<file path="src/rtl/bp_pkg.sv">
// Shared constants and types for the branch predictor: table geometry,
// 2-bit counter encodings and the per-entry record.
package bp_pkg;

  localparam int BP_ENTRIES = 16;
  localparam int IDX_W      = 4;   // PC[5:2]
  localparam int TAG_W      = 26;  // PC[31:6]
  localparam int TGT_W      = 30;  // target[31:2]

  localparam logic [1:0] CTR_SNT = 2'b00;  // strongly not-taken
  localparam logic [1:0] CTR_WNT = 2'b01;  // weakly not-taken
  localparam logic [1:0] CTR_WT  = 2'b10;  // weakly taken
  localparam logic [1:0] CTR_ST  = 2'b11;  // strongly taken

  typedef struct packed {
    logic             valid;
    logic [TAG_W-1:0] tag;
    logic [1:0]       ctr;
    logic [TGT_W-1:0] target;
  } bp_entry_t;

  localparam bp_entry_t ENTRY_RST = '{valid: 1'b0, tag: '0, ctr: CTR_WNT, target: '0};

  // The counter MSB is the taken/not-taken prediction.
  function automatic logic ctr_predicts_taken(input logic [1:0] ctr);
    return ctr[1];
  endfunction

endpackage

</file>
<file path="src/rtl/bp_sat_counter.sv">
// 2-bit saturating counter next-state logic (purely combinational).
module bp_sat_counter
  import bp_pkg::*;
(
  input  logic [1:0] ctr_i,
  input  logic       taken_i,
  output logic [1:0] ctr_o
);

  // Step toward taken or not-taken, holding at the two extremes.
  always_comb begin
    ctr_o = ctr_i;
    if (taken_i) begin
      if (ctr_i != CTR_ST) ctr_o = ctr_i + 2'd1;
    end else begin
      if (ctr_i != CTR_SNT) ctr_o = ctr_i - 2'd1;
    end
  end

endmodule

</file>
<file path="src/rtl/branch_predictor.sv">
// Direct-mapped 16-entry branch target buffer with 2-bit counters.
// Fetch looks up combinationally; EX resolves, trains the table and raises
// a same-cycle mispredict/redirect. Optional statistics under BP_STATS_EN.
//
// EX interface: ex_valid is a valid-only strobe with no ready; every cycle
// with ex_valid=1 is exactly one resolved branch and is always accepted.
module branch_predictor
  import bp_pkg::*;
(
  input  logic        clk,
  input  logic        rst_n,
  input  logic [31:0] if_pc,
  output logic        pred_taken,
  output logic [31:0] pred_target,
  input  logic        ex_valid,
  input  logic [31:0] ex_pc,
  input  logic        ex_taken,
  input  logic [31:0] ex_target,
  input  logic        ex_pred_taken,
  input  logic [31:0] ex_pred_target,
  output logic        mispredict,
  output logic [31:0] redirect_pc,
  output logic [31:0] stat_branches,
  output logic [31:0] stat_mispredicts
);

  bp_entry_t        table_q [BP_ENTRIES];
  bp_entry_t        entry_d;
  logic             wr_en;

  logic [IDX_W-1:0] if_idx, ex_idx;
  logic [TAG_W-1:0] if_tag, ex_tag;
  bp_entry_t        if_entry, ex_entry;
  logic             ex_hit;
  logic [1:0]       ctr_nxt;

  // Word-alignment bits are not part of index, tag or stored target.
  logic             unused_low_bits;
  assign unused_low_bits = ^{if_pc[1:0], ex_pc[1:0], ex_target[1:0]};

  assign if_idx   = if_pc[5:2];
  assign if_tag   = if_pc[31:6];
  assign ex_idx   = ex_pc[5:2];
  assign ex_tag   = ex_pc[31:6];
  assign if_entry = table_q[if_idx];
  assign ex_entry = table_q[ex_idx];
  assign ex_hit   = ex_entry.valid && (ex_entry.tag == ex_tag);

  bp_sat_counter u_ctr (
    .ctr_i   (ex_entry.ctr),
    .taken_i (ex_taken),
    .ctr_o   (ctr_nxt)
  );

  // Fetch lookup reads registered state only, so a same-cycle update is not bypassed.
  always_comb begin
    pred_taken  = if_entry.valid && (if_entry.tag == if_tag) && ctr_predicts_taken(if_entry.ctr);
    pred_target = pred_taken ? {if_entry.target, 2'b00} : 32'd0;
  end

  // Training: hits adjust the counter (and target when taken); taken misses allocate.
  always_comb begin
    entry_d = ex_entry;
    wr_en   = 1'b0;
    if (ex_valid) begin
      if (ex_hit) begin
        wr_en       = 1'b1;
        entry_d.ctr = ctr_nxt;
        if (ex_taken) entry_d.target = ex_target[31:2];
      end else if (ex_taken) begin
        wr_en          = 1'b1;
        entry_d.valid  = 1'b1;
        entry_d.tag    = ex_tag;
        entry_d.ctr    = CTR_WT;
        entry_d.target = ex_target[31:2];
      end
    end
  end

  // Table storage; an asynchronous reset drops any update in flight.
  always_ff @(posedge clk or negedge rst_n) begin
    if (!rst_n) begin
      for (int i = 0; i < BP_ENTRIES; i++) table_q[i] <= ENTRY_RST;
    end else if (wr_en) begin
      table_q[ex_idx] <= entry_d;
    end
  end

  // Mispredict on direction mismatch or on a taken branch with the wrong target.
  always_comb begin
    mispredict  = ex_valid && ((ex_taken != ex_pred_taken) ||
                               (ex_taken && ex_pred_taken && (ex_target != ex_pred_target)));
    redirect_pc = 32'd0;
    if (mispredict) redirect_pc = ex_taken ? ex_target : (ex_pc + 32'd4);
  end

`ifdef BP_STATS_EN
  logic [31:0] stat_branches_q, stat_branches_d;
  logic [31:0] stat_mispredicts_q, stat_mispredicts_d;

  // Wrapping event counters for resolved branches and mispredicts.
  always_comb begin
    stat_branches_d    = stat_branches_q + {31'd0, ex_valid};
    stat_mispredicts_d = stat_mispredicts_q + {31'd0, mispredict};
  end

  // Statistics registers.
  always_ff @(posedge clk or negedge rst_n) begin
    if (!rst_n) begin
      stat_branches_q    <= 32'd0;
      stat_mispredicts_q <= 32'd0;
    end else begin
      stat_branches_q    <= stat_branches_d;
      stat_mispredicts_q <= stat_mispredicts_d;
    end
  end

  assign stat_branches    = stat_branches_q;
  assign stat_mispredicts = stat_mispredicts_q;
`else
  assign stat_branches    = 32'd0;
  assign stat_mispredicts = 32'd0;
`endif

endmodule
</file>
<file path="config.mk">
export PLATFORM = sky130hd
export DESIGN_NAME = branch_predictor
export DESIGN_NICKNAME = d
export VERILOG_FILES = /design/src/rtl/bp_pkg.sv /design/src/rtl/bp_sat_counter.sv /design/src/rtl/branch_predictor.sv
export SDC_FILE = /design/constraint.sdc
export NUM_CORES = 2
export LEC_CHECK = 0
export BUFFER_PORTS_ARGS = -buffer_cell sky130_fd_sc_hd__buf_4
export CAP_MARGIN = 10
export CORE_ASPECT_RATIO = 0.6
export CORE_UTILIZATION = 44
export CTS_BUF_LIST = sky130_fd_sc_hd__clkbuf_4 sky130_fd_sc_hd__clkbuf_8 sky130_fd_sc_hd__clkbuf_16
export CTS_CLUSTER_DIAMETER = 80
export DETAILED_ROUTE_END_ITERATION = 6
export PLACE_DENSITY = 0.69
export SYNTH_ARGS = -nofsm -noshare
export SYNTH_HDL_FRONTEND = slang
export SYNTH_SLANG_ARGS = --single-unit
</file>
<file path="constraint.sdc">
create_clock -name clk -period 3.6 [get_ports clk]
set_clock_uncertainty 0.05 [all_clocks]
set_input_delay 0.18 -clock clk [delete_from_list [all_inputs] [get_ports clk]]
set_output_delay 0.18 -clock clk [all_outputs]
set_load 0.005 [all_outputs]
</file>
# Word level (Yosys, flattened, before mapping)
# Cells that the tools add are included.
# classes
addsub	3
order_cmp	3
n_eq_ne	5
mux	23
bitwise	2
reduce_logical	9
# ops
operator	count
$bwmux W944	1
$bmux W59 S4	2
$mux W59	7
$demux W59 S4	1
$mux W32	4
$eq A26 B26 Y1	2
$add A32 B3 Y32 const B	1
$ne A32 B32 Y1	1
$mux W30	1
$mux W27	1
$ge A5 B5 Y1 const B	2
$not A4 Y5	2
$logic_and A1 B1 Y1	7
$mux W2	3
$lt A5 B1 Y1 const B	1
$mux W1	3
$add A2 B1 Y2 const B	1
$ne A2 B2 Y1 const B	1
$reduce_bool A2 Y1	1
$sub A2 B1 Y2 const B	1
$logic_or A1 B1 Y1	1
$ne A1 B1 Y1	1
# word_totals
regBits	944
output_inout_bits	130
elab_cells	109

# Longest topological paths before layout
# logic_depth
ltp_word	10
ltp_mapped	16

# Hierarchy
# Synthesis repeated with hierarchy kept, for this count alone.
# unflattened
hier_cells	3697
hier_area_um2	53302.4
# modules_own_cells
module	instances	cells_each	area_each_um2	seq_area_each_um2
branch_predictor	1	3694	53276.1	23642.7
bp_sat_counter	1	3	26.3	0.0

# Worst setup path before layout
# OpenSTA, ideal clock, no wires.
# synth_timing
kind	in2reg
start	input port ex_pc[2]
end	register table_q[796] (netlist name)
arrival_time_ns	3.696
t_required_ns	3.423
setup_slack_ns	-0.273
cell_stages	11
path_cell_list	buf_2 > buf_4 > buf_2 > clkbuf_1 > clkbuf_1 > buf_1 > mux4_2 > mux4_2 > mux2_2 > clkbuf_1 > mux2_1
# synth_between
elab_chain_cells	9
elab_cells_between_ends	18
cone_classes	order compare: 2; eq/ne: 1; mux: 12; bitwise: 1; reduce/logical: 2
# synth_rtl
item	line	source
start, declared	branch_predictor.sv:16	input logic [31:0] ex_pc,
$not A4 Y5 (implied by the code) *	branch_predictor.sv:46, branch_predictor.sv:85	
$bmux W59 S4	branch_predictor.sv:46	assign ex_entry = table_q[ex_idx];
$mux W59 (implied by the code) (2 in a row)	branch_predictor.sv:46	
$eq A26 B26 Y1	branch_predictor.sv:47	assign ex_hit = ex_entry.valid && (ex_entry.tag == ex_tag);
$logic_and A1 B1 Y1	branch_predictor.sv:47	
$mux W32	branch_predictor.sv:66	if (ex_hit) begin
$mux W59	branch_predictor.sv:65	if (ex_valid) begin
$bwmux W944	branch_predictor.sv:85	table_q[ex_idx] <= entry_d;
end signal, assigned by index	branch_predictor.sv:85	
end, declared	branch_predictor.sv:27	bp_entry_t table_q [BP_ENTRIES];
# Mark *: on every way between the ends. The rest lies on a longest branch, timed or not. The select of a mux whose other input is x is not followed.
# A chain may end at the register's enable or synchronous reset.

# Worst setup path after layout
# layout_timing
start	register table_q[918] (netlist name)
end	register table_q[757] (netlist name)
# layout_between
elab_chain_cells	8
elab_cells_between_ends	10
cone_classes	eq/ne: 1; mux: 8; reduce/logical: 1
# layout_rtl
item	line
$bmux W59 S4 *	branch_predictor.sv:46
$mux W59 (implied by the code) * (2 in a row)	branch_predictor.sv:46
$eq A26 B26 Y1 *	branch_predictor.sv:47
$logic_and A1 B1 Y1 *	branch_predictor.sv:47
$mux W27	branch_predictor.sv:66
$mux W59	branch_predictor.sv:65
$bwmux W944	branch_predictor.sv:85
# Marks and branches as above.

==> flow_metrics.tcl <==
set metrics [dict create \
    status "finished with violations" \
    violations "setup timing" \
    synthArstFlopShare_pct 100 \
    r2r_cells 15 \
    largest_reg_flops 944 \
    synth_warnings 0 \
    worstPathMaxFanout 7 \
    firstDrtPassIters 5 \
    multi_input_area_sq_um 30900 \
    area.growth.synth_to_final_pct 30.9 \
    io_buffer_count 194 \
    rsz0062_at_grt "yes" \
    cts_sinks 944 \
    drv_slew 0 \
    tightest_slew_ns 0.876 \
    synth_cells 3609 \
    critPathRequiredTime_ns 4.14 \
    post_drt_wl_per_cell_um 33.9 \
    drive_above_1_share_pct 61.6 \
    synth-main-ff-cell "dfrtp_1" \
    r2r-end "table_q[757]" \
    post_dp_cell_area_sq_um 61300 \
    drtAntennaViolNets 0 \
    cts_tree "done" \
    wirelength_mm 203 \
    power_mw 32.6 \
    endpoint_kind "flip-flop" \
    grt_max_degree 134 \
    layout.nets 4437 \
    p_per_area_nw_per_um2 464 \
    grt_overflow 0 \
    grt_pass1_vias 38755 \
    cts_inserted_buffers 89 \
    worstSkewPairLatency_ns 0.72 \
    synth-edff-count 0 \
    setup_viol 974 \
    grt_use_total_pct 31.5 \
    max-vdd-ir-drop_mv 0.398 \
    critPathLaunch "table_q[918]" \
    fp.dieH_um 272 \
    hold_start "ex_pc[12]" \
    cts_buffer_depth 3 \
    fin_ws_ns -0.709 \
    hold_viol 0 \
    min_period_ns 4.31 \
    timing.slew.headroom_pct 41.6 \
    start_util_pct 44.7 \
    min-delay-path-class "input port to flip-flop" \
    drv_cap 0 \
    design_area_sq_um 70200 \
    fillers 8940 \
    grt_pass1_wl_mm 283 \
    vias_per_cell 6.52 \
    cp.arrival_ns 4.85 \
    endpoint "table_q[757]" \
    die_w_um 453 \
    dp_hpwl_mm 121 \
    synthDistinctLibCells 72 \
    drt_iter0_markers 4880 \
    layout_common_cells "928 x dfrtp_1, 619 x buf_4, 598 x mux2_4" \
    rows 98 \
    die_area_sq_um 123000 \
    gp_congestion 0.972 \
    hold_slack_ns 0.0553 \
    period_share_pct 120 \
    cts_root_buf "clkbuf_16" \
    core-area_sq_um 120000 \
    num_vias 38961 \
    max_clock_freq_mhz 232 \
    max_flop_register "table_q" \
    drc 0 \
    avgSynthCellArea_sq_um 14.9 \
    ios 263 \
    synth_area_sq_um 53600 \
    tns_ns -411.70 \
    h-tree-depth 3 \
    antenna_found_initial 7 \
    yosysSeqAreaShare_pct 44.1 \
    clk_pin_slew_ns 0.07 \
    top_regs "table_q x944" \
    ys_seq_elements 944 \
    final_common_cell "dfrtp_1" \
    start_kind "flip-flop" \
    post-place-ws_ns -0.661 \
    crit_type "flip-flop to flip-flop" \
    reg2reg_from "table_q[918]" \
    register_area_sq_um 23600 \
    ff2ff_setup_slack_ns -0.71 \
    p_leak_nw 31.7 \
]
## metrics by stage
| stage | utilization, % | cells |
|---|---|---|
| 2_1_floorplan | - | 3674 |
| 3_3_place_gp | 51.1 | 5644 |
| 4_1_cts | 57.2 | 5940 |
| 6_report | 58.5 | 5973 |
| 5_1_grt | 58.5 | 5970 |
| 3_5_place_dp | 51.1 | 5644 |
## layout make-up
class | count | area share, %
Inverter | 26 | 0.139
Clock inverter | 38 | 0.697
Tap cell | 1600 | 2.85
Clock buffer | 124 | 3.84
Antenna cell | 3 | 0.0107
Sequential cell | 944 | 33.7
Multi-Input combinational cell | 2305 | 44.0
Timing Repair Buffer | 933 | 14.8
## worst min-delay path by stage
stage | to | slack (ns) | depth (start not counted)
after CTS | table_q[38] | 0.008 | 3
after detailed placement | table_q[895] | 0.09 | 1
after global placement | table_q[836] | 0.09 | 1
final | table_q[38] | 0.06 | 3
after floorplan | table_q[0] | -0.17 | 0
after global routing | table_q[38] | 0.04 | 3
## cell families after synthesis
group / Yosys count / synth area share, %
compound gates: 156 / 1.98
xor+xnor: 108 / 1.76
fa+ha+maj: 5 / 0.117
buf+inv: 432 / 3.93
flops: 944 / 44.1
mux: 1625 / 44.8
other cells: 1 / 0.00700
simple gates: 338 / 3.28
## critical path, cell delays in order, from the launching register on
cell	delay (ns)
dfrtp_1	0.40
mux4_2	0.47
mux2i_1	0.18
buf_4	0.24
xor2_2	0.18
nand3b_1	0.13
o31ai_2	0.26
buf_4	0.16
nor4b_4	0.26
a31oi_4	0.13
buf_6	0.15
buf_6	0.11
buf_6	0.11
or4_4	0.72
clkbuf_16	0.30
mux2_4	0.32
## where the power goes
part	switching (mW)	internal, mW	total [mW]
Sequential	1.33	12.2	13.5
Clock	4.52	5.97	10.5
Combinational	3.64	4.91	8.55
## synthesized netlist by cell type, types with 14 or more instances
cell	number	share of area, %
nand3_1	26	0.24
nor2_1	83	0.58
inv_1	24	0.17
nand2_1	78	0.55
mux4_2	520	22
buf_2	90	0.84
buf_1	51	0.36
nor2b_1	40	0.47
o21ai_0	14	0.13
mux2i_1	112	2.1
xnor2_1	96	1.6
mux2_2	934	20
a22oi_1	31	0.43
dfstp_2	16	0.78
buf_4	81	1.1
nand4_1	21	0.25
nor3_1	16	0.15
a21oi_1	40	0.37
clkbuf_1	175	1.2
mux2_1	59	1.2
dfrtp_1	928	43
## routing by layer
metal / routed length (um) / vias to the layer above / GRT usage, %
met1: 82600 / 20843 / 45.6
met4: 7390 / 12 / 9.97
met5: 299 / - / 0
met2: 84800 / 2518 / 43.8
li1: - / 15156 / -
met3: 27500 / 432 / 11.5
## timing repair
action | 4_1_cts | 5_1_grt
gates resized for setup | 526 | 357
cloned | 47 | 26
pin swaps | 27 | 20
hold buffers | 4 | 0
endpoints found under the hold margin | 505 | 0
setup endpoints to repair | 975 | 975
buffers inserted | 90 | 36
No activity file was read; power rests on OpenSTA's default activity.
